[config.mk]
export PLATFORM = sky130hd
export DESIGN_NAME = gb_mbc1_ctrl
export DESIGN_NICKNAME = d
export VERILOG_FILES = /design/src/rtl/gb_cart_pkg.sv /design/src/rtl/gb_bus_sync.sv /design/src/rtl/gb_mbc1_ctrl.sv
export SDC_FILE = /design/constraint.sdc
export NUM_CORES = 1
export LEC_CHECK = 0
export CAP_MARGIN = 25
export CORE_MARGIN = 1
export CORE_UTILIZATION = 55
export DETAILED_ROUTE_END_ITERATION = 12
export DONT_BUFFER_PORTS = 1
export PLACE_DENSITY = 0.72
export SLEW_MARGIN = 10
export SYNTH_ARGS = -nofsm -noshare
export SYNTH_HDL_FRONTEND = slang
export SYNTH_SLANG_ARGS = --single-unit
[constraint.sdc]
create_clock -name clk -period 2.9 [get_ports clk]
set_input_delay 0.145 -clock clk [delete_from_list [all_inputs] [get_ports clk]]
set_output_delay 0.145 -clock clk [all_outputs]
set_load 0.02 [all_outputs]
[src/rtl/gb_cart_pkg.sv]
// gb_cart_pkg: shared constants, register layout and address-region decode
// for the Game Boy cartridge-bus controllers.
package gb_cart_pkg;

  localparam logic [15:0] RAMEN_BASE = 16'h0000;
  localparam logic [15:0] BANK1_BASE = 16'h2000;
  localparam logic [15:0] BANK2_BASE = 16'h4000;
  localparam logic [15:0] MODE_BASE  = 16'h6000;
  localparam logic [15:0] VRAM_BASE  = 16'h8000;
  localparam logic [15:0] CRAM_BASE  = 16'hA000;

  localparam logic [3:0] RAM_EN_KEY = 4'hA;

  localparam int BANK1_W    = 5;
  localparam int BANK2_W    = 2;
  localparam int ROM_OFS_W  = 14;
  localparam int RAM_OFS_W  = 13;
  localparam int ROM_FULL_W = BANK2_W + BANK1_W + ROM_OFS_W;
  localparam int RAM_FULL_W = BANK2_W + RAM_OFS_W;

  localparam logic [BANK1_W-1:0] BANK1_ONE  = 5'd1;
  localparam logic [BANK1_W-1:0] BANK1_ZERO = 5'd0;
  localparam logic [BANK2_W-1:0] BANK2_ZERO = 2'd0;

  typedef enum logic [2:0] {
    RGN_RAMEN = 3'd0,
    RGN_BANK1 = 3'd1,
    RGN_BANK2 = 3'd2,
    RGN_MODE  = 3'd3,
    RGN_VRAM  = 3'd4,
    RGN_CRAM  = 3'd5,
    RGN_HIGH  = 3'd6
  } region_e;

  typedef struct packed {
    logic               ram_en;
    logic [BANK1_W-1:0] bank1;
    logic [BANK2_W-1:0] bank2;
    logic               mode;
  } mbc_regs_t;

  localparam mbc_regs_t MBC_REGS_RST = '{
    ram_en: 1'b0,
    bank1:  5'd0,
    bank2:  2'd0,
    mode:   1'b0
  };

  // Every region is 8 KiB, so the top three address bits select it.
  function automatic region_e region_of(input logic [15:0] a);
    region_e r;
    case (a[15:13])
      RAMEN_BASE[15:13]: r = RGN_RAMEN;
      BANK1_BASE[15:13]: r = RGN_BANK1;
      BANK2_BASE[15:13]: r = RGN_BANK2;
      MODE_BASE[15:13]:  r = RGN_MODE;
      VRAM_BASE[15:13]:  r = RGN_VRAM;
      CRAM_BASE[15:13]:  r = RGN_CRAM;
      default:           r = RGN_HIGH;
    endcase
    return r;
  endfunction

endpackage

[src/rtl/gb_bus_sync.sv]
// gb_bus_sync: multi-stage synchronizer for an asynchronous bus vector,
// with a per-bit reset value so idle strobes come out of reset deasserted.
module gb_bus_sync #(
  parameter int               WIDTH   = 26,
  parameter int               STAGES  = 2,
  parameter logic [WIDTH-1:0] RST_VAL = {WIDTH{1'b0}}
) (
  input  logic             clk_i,
  input  logic             rst_ni,
  input  logic [WIDTH-1:0] d_i,
  output logic [WIDTH-1:0] q_o
);

  logic [WIDTH-1:0] stage_q [STAGES];

  // Shift chain: stage 0 samples the raw bus, the last stage is the clean copy.
  always_ff @(posedge clk_i or negedge rst_ni) begin
    if (!rst_ni) begin
      for (int i = 0; i < STAGES; i++) begin
        stage_q[i] <= RST_VAL;
      end
    end else begin
      stage_q[0] <= d_i;
      for (int i = 1; i < STAGES; i++) begin
        stage_q[i] <= stage_q[i-1];
      end
    end
  end

  assign q_o = stage_q[STAGES-1];

endmodule

[src/rtl/gb_mbc1_ctrl.sv]
// gb_mbc1_ctrl: MBC1 bank controller for a cart bus sampled in the system clock domain.
// Build option: define MBC1_RAM_BANKING_EN to let bank2 select cart-RAM banks in mode 1.
module gb_mbc1_ctrl
  import gb_cart_pkg::*;
#(
  parameter int ROM_ADDR_BITS = 21,
  parameter int SYNC_STAGES   = 2
) (
  input  logic                     clk,
  input  logic                     rst_n,
  input  logic                     bus_en,
  input  logic [15:0]              address,
  input  logic [7:0]               data_in,
  input  logic                     nWR,
  input  logic                     nRD,
  output logic [ROM_ADDR_BITS-1:0] rom_addr,
  output logic [14:0]              ram_addr,
  output logic                     ram_sel,
  output logic                     ram_wr,
  output logic [7:0]               ram_wdata
);

  localparam int SYNC_W = 16 + 8 + 1 + 1;
  localparam logic [SYNC_W-1:0] SYNC_RST = {16'h0000, 8'h00, 1'b1, 1'b1};

  logic [SYNC_W-1:0] sync_s;
  logic [15:0]       addr_s;
  logic [7:0]        data_s;
  logic              nwr_s;
  logic              nrd_s;

  logic              nwr_prev_q;
  logic [15:0]       addr_prev_q;
  logic [7:0]        data_prev_q;
  logic              commit_s;

  mbc_regs_t         regs_q, regs_d;
  logic              ram_wr_q, ram_wr_d;
  logic [7:0]        ram_wdata_q, ram_wdata_d;

  logic [BANK1_W-1:0]       eff_bank1_s;
  logic [BANK2_W-1:0]       hi_bank_s;
  logic [BANK2_W-1:0]       ram_bank_s;
  logic [ROM_FULL_W-1:0]    rom_full_s;
  logic [ROM_ADDR_BITS-1:0] rom_addr_q, rom_addr_d;
  logic [RAM_FULL_W-1:0]    ram_addr_q, ram_addr_d;
  logic                     ram_sel_q, ram_sel_d;

  gb_bus_sync #(
    .WIDTH   (SYNC_W),
    .STAGES  (SYNC_STAGES),
    .RST_VAL (SYNC_RST)
  ) u_bus_sync (
    .clk_i  (clk),
    .rst_ni (rst_n),
    .d_i    ({address, data_in, nWR, nRD}),
    .q_o    (sync_s)
  );

  assign {addr_s, data_s, nwr_s, nrd_s} = sync_s;

  // Address and data are taken one clk before the nWR rising edge, while still stable.
  assign commit_s = bus_en & nwr_s & ~nwr_prev_q;

  // Register bank state, commit-edge history and the registered output stage.
  always_ff @(posedge clk or negedge rst_n) begin
    if (!rst_n) begin
      nwr_prev_q  <= 1'b1;
      addr_prev_q <= 16'h0000;
      data_prev_q <= 8'h00;
      regs_q      <= MBC_REGS_RST;
      ram_wr_q    <= 1'b0;
      ram_wdata_q <= 8'h00;
      rom_addr_q  <= {ROM_ADDR_BITS{1'b0}};
      ram_addr_q  <= 15'h0000;
      ram_sel_q   <= 1'b0;
    end else begin
      nwr_prev_q  <= nwr_s;
      addr_prev_q <= addr_s;
      data_prev_q <= data_s;
      regs_q      <= regs_d;
      ram_wr_q    <= ram_wr_d;
      ram_wdata_q <= ram_wdata_d;
      rom_addr_q  <= rom_addr_d;
      ram_addr_q  <= ram_addr_d;
      ram_sel_q   <= ram_sel_d;
    end
  end

  // Commit decode: update control registers or launch a cart-RAM write.
  always_comb begin
    regs_d      = regs_q;
    ram_wr_d    = 1'b0;
    ram_wdata_d = ram_wdata_q;
    if (commit_s) begin
      case (region_of(addr_prev_q))
        RGN_RAMEN: regs_d.ram_en = (data_prev_q[3:0] == RAM_EN_KEY);
        RGN_BANK1: regs_d.bank1  = data_prev_q[BANK1_W-1:0];
        RGN_BANK2: regs_d.bank2  = data_prev_q[BANK2_W-1:0];
        RGN_MODE:  regs_d.mode   = data_prev_q[0];
        RGN_CRAM: begin
          if (regs_q.ram_en) begin
            ram_wr_d    = 1'b1;
            ram_wdata_d = data_prev_q;
          end else begin
            ram_wr_d    = 1'b0;
          end
        end
        default:   regs_d = regs_q;
      endcase
    end else begin
      regs_d = regs_q;
    end
  end

  // Bank translation for the next registered ROM/RAM address and read select.
  always_comb begin
    eff_bank1_s = regs_q.bank1;
    if (regs_q.bank1 == BANK1_ZERO) begin
      eff_bank1_s = BANK1_ONE;
    end else begin
      eff_bank1_s = regs_q.bank1;
    end

    hi_bank_s = BANK2_ZERO;
    if (regs_q.mode) begin
      hi_bank_s = regs_q.bank2;
    end else begin
      hi_bank_s = BANK2_ZERO;
    end

`ifdef MBC1_RAM_BANKING_EN
    ram_bank_s = hi_bank_s;
`else
    ram_bank_s = BANK2_ZERO;
`endif

    rom_full_s = {ROM_FULL_W{1'b0}};
    if (addr_s[14]) begin
      rom_full_s = {regs_q.bank2, eff_bank1_s, addr_s[ROM_OFS_W-1:0]};
    end else begin
      rom_full_s = {hi_bank_s, BANK1_ZERO, addr_s[ROM_OFS_W-1:0]};
    end
    // Small ROMs simply drop the high bank bits and wrap.
    rom_addr_d = rom_full_s[ROM_ADDR_BITS-1:0];

    // During a RAM write pulse the address must match the committed write.
    ram_addr_d = {ram_bank_s, addr_s[RAM_OFS_W-1:0]};
    if (ram_wr_d) begin
      ram_addr_d = {ram_bank_s, addr_prev_q[RAM_OFS_W-1:0]};
    end else begin
      ram_addr_d = {ram_bank_s, addr_s[RAM_OFS_W-1:0]};
    end

    ram_sel_d = regs_q.ram_en & (region_of(addr_s) == RGN_CRAM) & ~nrd_s & nwr_s;
  end

  assign rom_addr  = rom_addr_q;
  assign ram_addr  = ram_addr_q;
  assign ram_sel   = ram_sel_q;
  assign ram_wr    = ram_wr_q;
  assign ram_wdata = ram_wdata_q;

endmodule

Yosys cells after proc, flatten, opt, wreduce, memory -nomap -nowiden:

Index checks and enable logic that the tools add are counted.
W data, S select, Z words.

* equality and inequality tests: 16
* multiplexer cells: 10
* bitwise operators: 7
* reduce and logical (&&, ||, !) cells: 9

Operators with widths (count)
* $pmux W3 S6: 2
* $mux W21: 1
* $eq A3 B2 Y1 const B: 6
* $eq A3 B3 Y1 const B: 6
* $mux W13: 1
* $eq A3 B1 Y1 const B: 3
* $logic_not A3 Y1: 3
* $reduce_and A2 Y1: 4
* $and A1 B1 Y1: 5
* $logic_not A5 Y1: 1
* $mux W5: 1
* $eq A4 B4 Y1 const B: 1
* $mux W1: 3
* $mux W3: 1
* $reduce_and A3 Y1: 1
* $mux W2: 1
* $not A1 Y1: 2

* bits in registers: 132
* input port bits: 29
* output and inout port bits: 46
* word-level logic and storage cells: 56

Longest topological paths before layout:

* word-level depth: 7
* depth in mapped cells: 4
* depth with buffers taken out: 3

Hierarchy:

Synthesis repeated with hierarchy kept, for this count alone.

* cells, all modules: 212
* area total of the unflattened synthesis: 3838.7 µm²

By module, submodules not included
* gb_mbc1_ctrl: times used 1, cells each 134, area each 2337.2 µm², sequential area each 1602.8 µm²
* gb_bus_sync: times used 1, cells each 78, area each 1501.4 µm², sequential area each 1306.3 µm²

Least setup slack after synthesis:

Ideal clock, no wire load.

* path kind: reg-to-reg
* from: register u_bus_sync.stage_q, in the netlist u_bus_sync.q_o[1]
* to: register ram_addr_q[0] (netlist: ram_addr[0])
* setup time: 125 ps
* arrival: 1421 ps
* required time: 2775 ps
* path slack: 1354 ps
* cell stages (with the launch flop): 5
* path buffers: 1
* clock period less this slack: 1546 ps
* path through: dfstp_2 nand2_2 nor4_4 buf_6 mux2_4

* longest elaborated chain between the ends: 4

Ends and longest elaborated chain
* start: declaration: RTL line gb_bus_sync.sv:14 `logic [WIDTH-1:0] stage_q [STAGES];`
* start signal: indexed assignment: RTL line gb_bus_sync.sv:25 `stage_q[i] <= stage_q[i-1];`
* $and A1 B1 Y1 (2 in series): RTL line gb_mbc1_ctrl.sv:63 `assign commit_s = bus_en & nwr_s & ~nwr_prev_q;`
* $mux W1: RTL line gb_mbc1_ctrl.sv:95 `if (commit_s) begin`
* $mux W13: RTL line gb_mbc1_ctrl.sv:149 `if (ram_wr_d) begin`
* via ram_addr_d[0]: RTL line gb_mbc1_ctrl.sv:46 `logic [RAM_FULL_W-1:0] ram_addr_q, ram_addr_d;`
* end signal: assignment: RTL line gb_mbc1_ctrl.sv:85 `ram_addr_q <= ram_addr_d;`
* end: declaration: RTL line gb_mbc1_ctrl.sv:46

The timed path passes the listed nets, and every way through them passes these cells.
A chain may end at the register's enable or synchronous reset.

Worst setup path in the final report:

* from: register u_bus_sync.stage_q, in the netlist u_bus_sync.q_o[1]
* to: register ram_wdata_q[7] (netlist: ram_wdata[7])

* longest elaborated chain between the ends: 3

Ends and longest elaborated chain
* $and A1 B1 Y1 (2 in series): RTL line gb_mbc1_ctrl.sv:63
* $reduce_and A3 Y1 (no line)
* end signal: assignment: RTL line gb_mbc1_ctrl.sv:83 `ram_wdata_q <= ram_wdata_d;`
* end: declaration: RTL line gb_mbc1_ctrl.sv:39 `logic [7:0] ram_wdata_q, ram_wdata_d;`

No other way between the ends.

==> flow_metrics.py <==
metrics = {
    "critical_path": {
        "crit_fanout": 22,
        "critPathArrivalTime_ns": 2.11,
        "endpoint_kind": "flip-flop",
        "crit_type": "reg2reg",
        "worstPathRequired_ns": 3.27,
        "cp-start-kind": "flip-flop",
    },
    "timing": {
        "fin_hold_ws_ns": 0.0309,
        "finClkSkew_ns": 0.00455,
        "fin_setup_tns_ns": 0,
        "relSlewSlack": 0.653,
        "slew_violations": 0,
        "setup_viol_count_final": 0,
        "period_share": 0.599,
        "fin_crit_ns": 1.74,
        "grt_setup_unrepaired": "no",
        "hold_violations": 0,
        "worstMarginPinSlew_ns": 0.520,
        "max_freq_mhz": 576,
    },
    "power_and_ir_drop": {
        "power.density_nw_per_um2": 868,
        "combPwrFrac": 0.031,
        "vdd.ir_drop.worst_uv": 582,
        "power.switching_mw": 0.787,
        "p_seq_frac": 0.469,
        "p_leak_nw": 2.03,
        "p_clk_frac": 0.500,
        "p_int_mw": 3.09,
        "switching_share": 0.203,
    },
    "floorplanning": {
        "num_rows": 29,
        "die-area_um2": 6920,
        "die_height_um": 83.2,
        "core_area_um2": 6350,
        "ios": 75,
        "floorplan.initialDensity": 0.571,
        "die_x_um": 83.2,
    },
    "clocking": {
        "cts_root_buffer": "clkbuf_8",
        "cts_tree": "done",
        "h-tree-depth": 4,
        "clk-insertion-delay-late_ns": 0.49,
        "cts_num_sinks": 116,
        "cts_buffers": 17,
        "cts.clk_slew.worst_paths_ns": 0.05,
        "clock_path_buffers": 2,
    },
    "grt": {
        "grt_pass1_vias": 1612,
        "grt_overflow": 0,
        "antenna_found_initial": 0,
        "grt_pass1_wl_um": 8320,
        "grt_max_degree": 117,
        "track_usage": 0.168,
    },
    "placement": {
        "port_buffers": 0,
        "gp_congestion": 0.723,
        "numPlacedInstances": 246,
        "dpl.hpwl_um": 2920,
    },
    "yosys": {
        "synth_common_cells": "dfrtp_1 (111), mux2_4 (19), buf_4 (16)",
        "synth_top_flop_cell": "dfrtp_1",
        "yosysTopAreaCellShare": 0.766,
        "synth_seq_area_share": 0.802,
        "synth_area_um2": 3630,
        "syn_area_per_cell_um2": 19.6,
        "synth_top_cell_by_area": "dfrtp_1",
        "yosysWarnings": 0,
        "synthTopCellsByArea": "dfrtp_1 (77%), mux2_4 (7.9%), dfstp_2 (3.6%)",
        "ys_types": 21,
        "synth.most_common_cell": "dfrtp_1",
        "synthMuxAreaShare": 0.113,
        "synth_compound_area_frac": 0.00621,
        "synth_edf_count": 0,
        "synth_xor_area_frac": 0,
        "ys_ff_latch": 116,
        "synthSimpleGateAreaFrac": 0.0386,
        "synth_top_family_by_area": "multiplexers",
        "yosys.area_share.adder": 0,
        "syn_inst": 185,
        "async_flop_share": 1.00,
    },
    "layout": {
        "final_util": 0.703,
        "syn_to_final_growth_pct": 23.1,
        "fin_nets": 245,
        "drive_above_1_share": 0.311,
        "nFillCells": 393,
        "final_cells": 305,
        "diodes": 0,
    },
    "detailed_routing": {
        "drt_first_pass_iters": 4,
        "vias": 1494,
        "wl_per_cell_um": 16.2,
        "first_iter_violations": 79,
        "drc": 0,
        "vias_per_cell": 4.90,
        "finalWirelength_um": 4960,
        "antenna_left": 0,
    },
    "run_status": {
        "status": "completed",
    },
    "job": {
        "maxCapViolations": 0,
    },
    "worst_hold_path": {
        "hp-class": "in2reg",
    },
}
-- logic make-up after synthesis --
group	after synthesis
flip-flops	116
multiplexers	30
buffers and inverters	18
AND/OR/NAND/NOR	17
AO/OA/AOI/OAI	3
other	1
-- routing by layer --
metal  routed length [um]  GRT usage
met1                 1910      0.192
met2                 2680      0.262
met4                   63     0.0799
met5                    0          0
met3                  303     0.0865
-- final cells by class --
cell class | count | area [um2] | share of cell area
tap | 77 | 96.3 | 0.0216
timing repair buffer | 29 | 305 | 0.0684
clock inverter | 9 | 103 | 0.0230
clock buffer | 22 | 473 | 0.106
multi-input combinational | 52 | 579 | 0.130
sequential | 116 | 2910 | 0.651
-- cell usage in the layout, fill, tap and decap left out, types with 3 or more instances in the layout --
master | Yosys | routed
and2_1 | 4 | 4
clkbuf_16 | 0 | 16
clkbuf_8 | 0 | 5
clkinv_2 | 0 | 4
clkinvlp_4 | 0 | 3
dfrtp_1 | 111 | 111
dfstp_2 | 5 | 5
dlygate4sd3_1 | 0 | 27
mux2_2 | 11 | 11
mux2_4 | 19 | 19
o21a_1 | 3 | 3
-- worst paths after layout --
kind	startpoint	end	slack [ns]	cells past startpoint
worst max-delay path	u_bus_sync.q_o[1]	ram_wdata[7]	1.16	4
worst min-delay path	bus_en	regs_q[8]	0.03	3
worst max register to register	u_bus_sync.q_o[1]	ram_wdata[7]	1.16	4
worst min register to register	u_bus_sync.stage_q[47]	u_bus_sync.q_o[21]	0.34	0
max in group asynchronous	rst_n	u_bus_sync.stage_q[27]	2.18	2
min in group asynchronous	rst_n	u_bus_sync.q_o[16]	0.32	2
-- worst max-delay path: stages, from the launching register on --
cell and delay [ns]:
dfstp_2 0.55, nand2_2 0.08, nor4_4 0.20, buf_4 0.40
mux2_2 0.39
-- state kept, by name (all words and copies together) (netlist names) --
register / flops
regs_q: 9
rom_addr: 21
data_prev_q: 8
ram_wdata: 8
addr_prev_q: 2
ram_wr: 1
nwr_prev_q: 1
u_bus_sync.q_o: 26
ram_addr: 13
ram_sel: 1
u_bus_sync.stage_q: 26
-- power groups by stage --
stage,clock network [mW],registers (mW),logic (mW)
after global placement,0,1.84,0.0546
after global routing,2.07,1.83,0.134
after CTS,1.99,1.82,0.123
after detailed placement,0,1.85,0.0586
after floorplan,0,1.81,0.0825
final,1.94,1.82,0.120
-- repair_timing --
action / in CTS / in global routing
hold endpoints to repair: 142 / 0
gates resized for setup: 0 / 0
buffers inserted: 0 / 0
hold buffers: 28 / 0
-- metrics by stage --
stage / cell area (um2) / setup WS [ns] / power [mW]
floorplan: 3630 / 1.35 / 1.90
global placement: 3590 / 1.21 / 1.90
detailed placement: 3590 / 1.16 / 1.91
CTS: 4470 / 1.14 / 3.93
global route: 4470 / 1.08 / 4.03
finish: 4470 / 1.16 / 3.88
No activity file was read; power rests on OpenSTA's default activity.
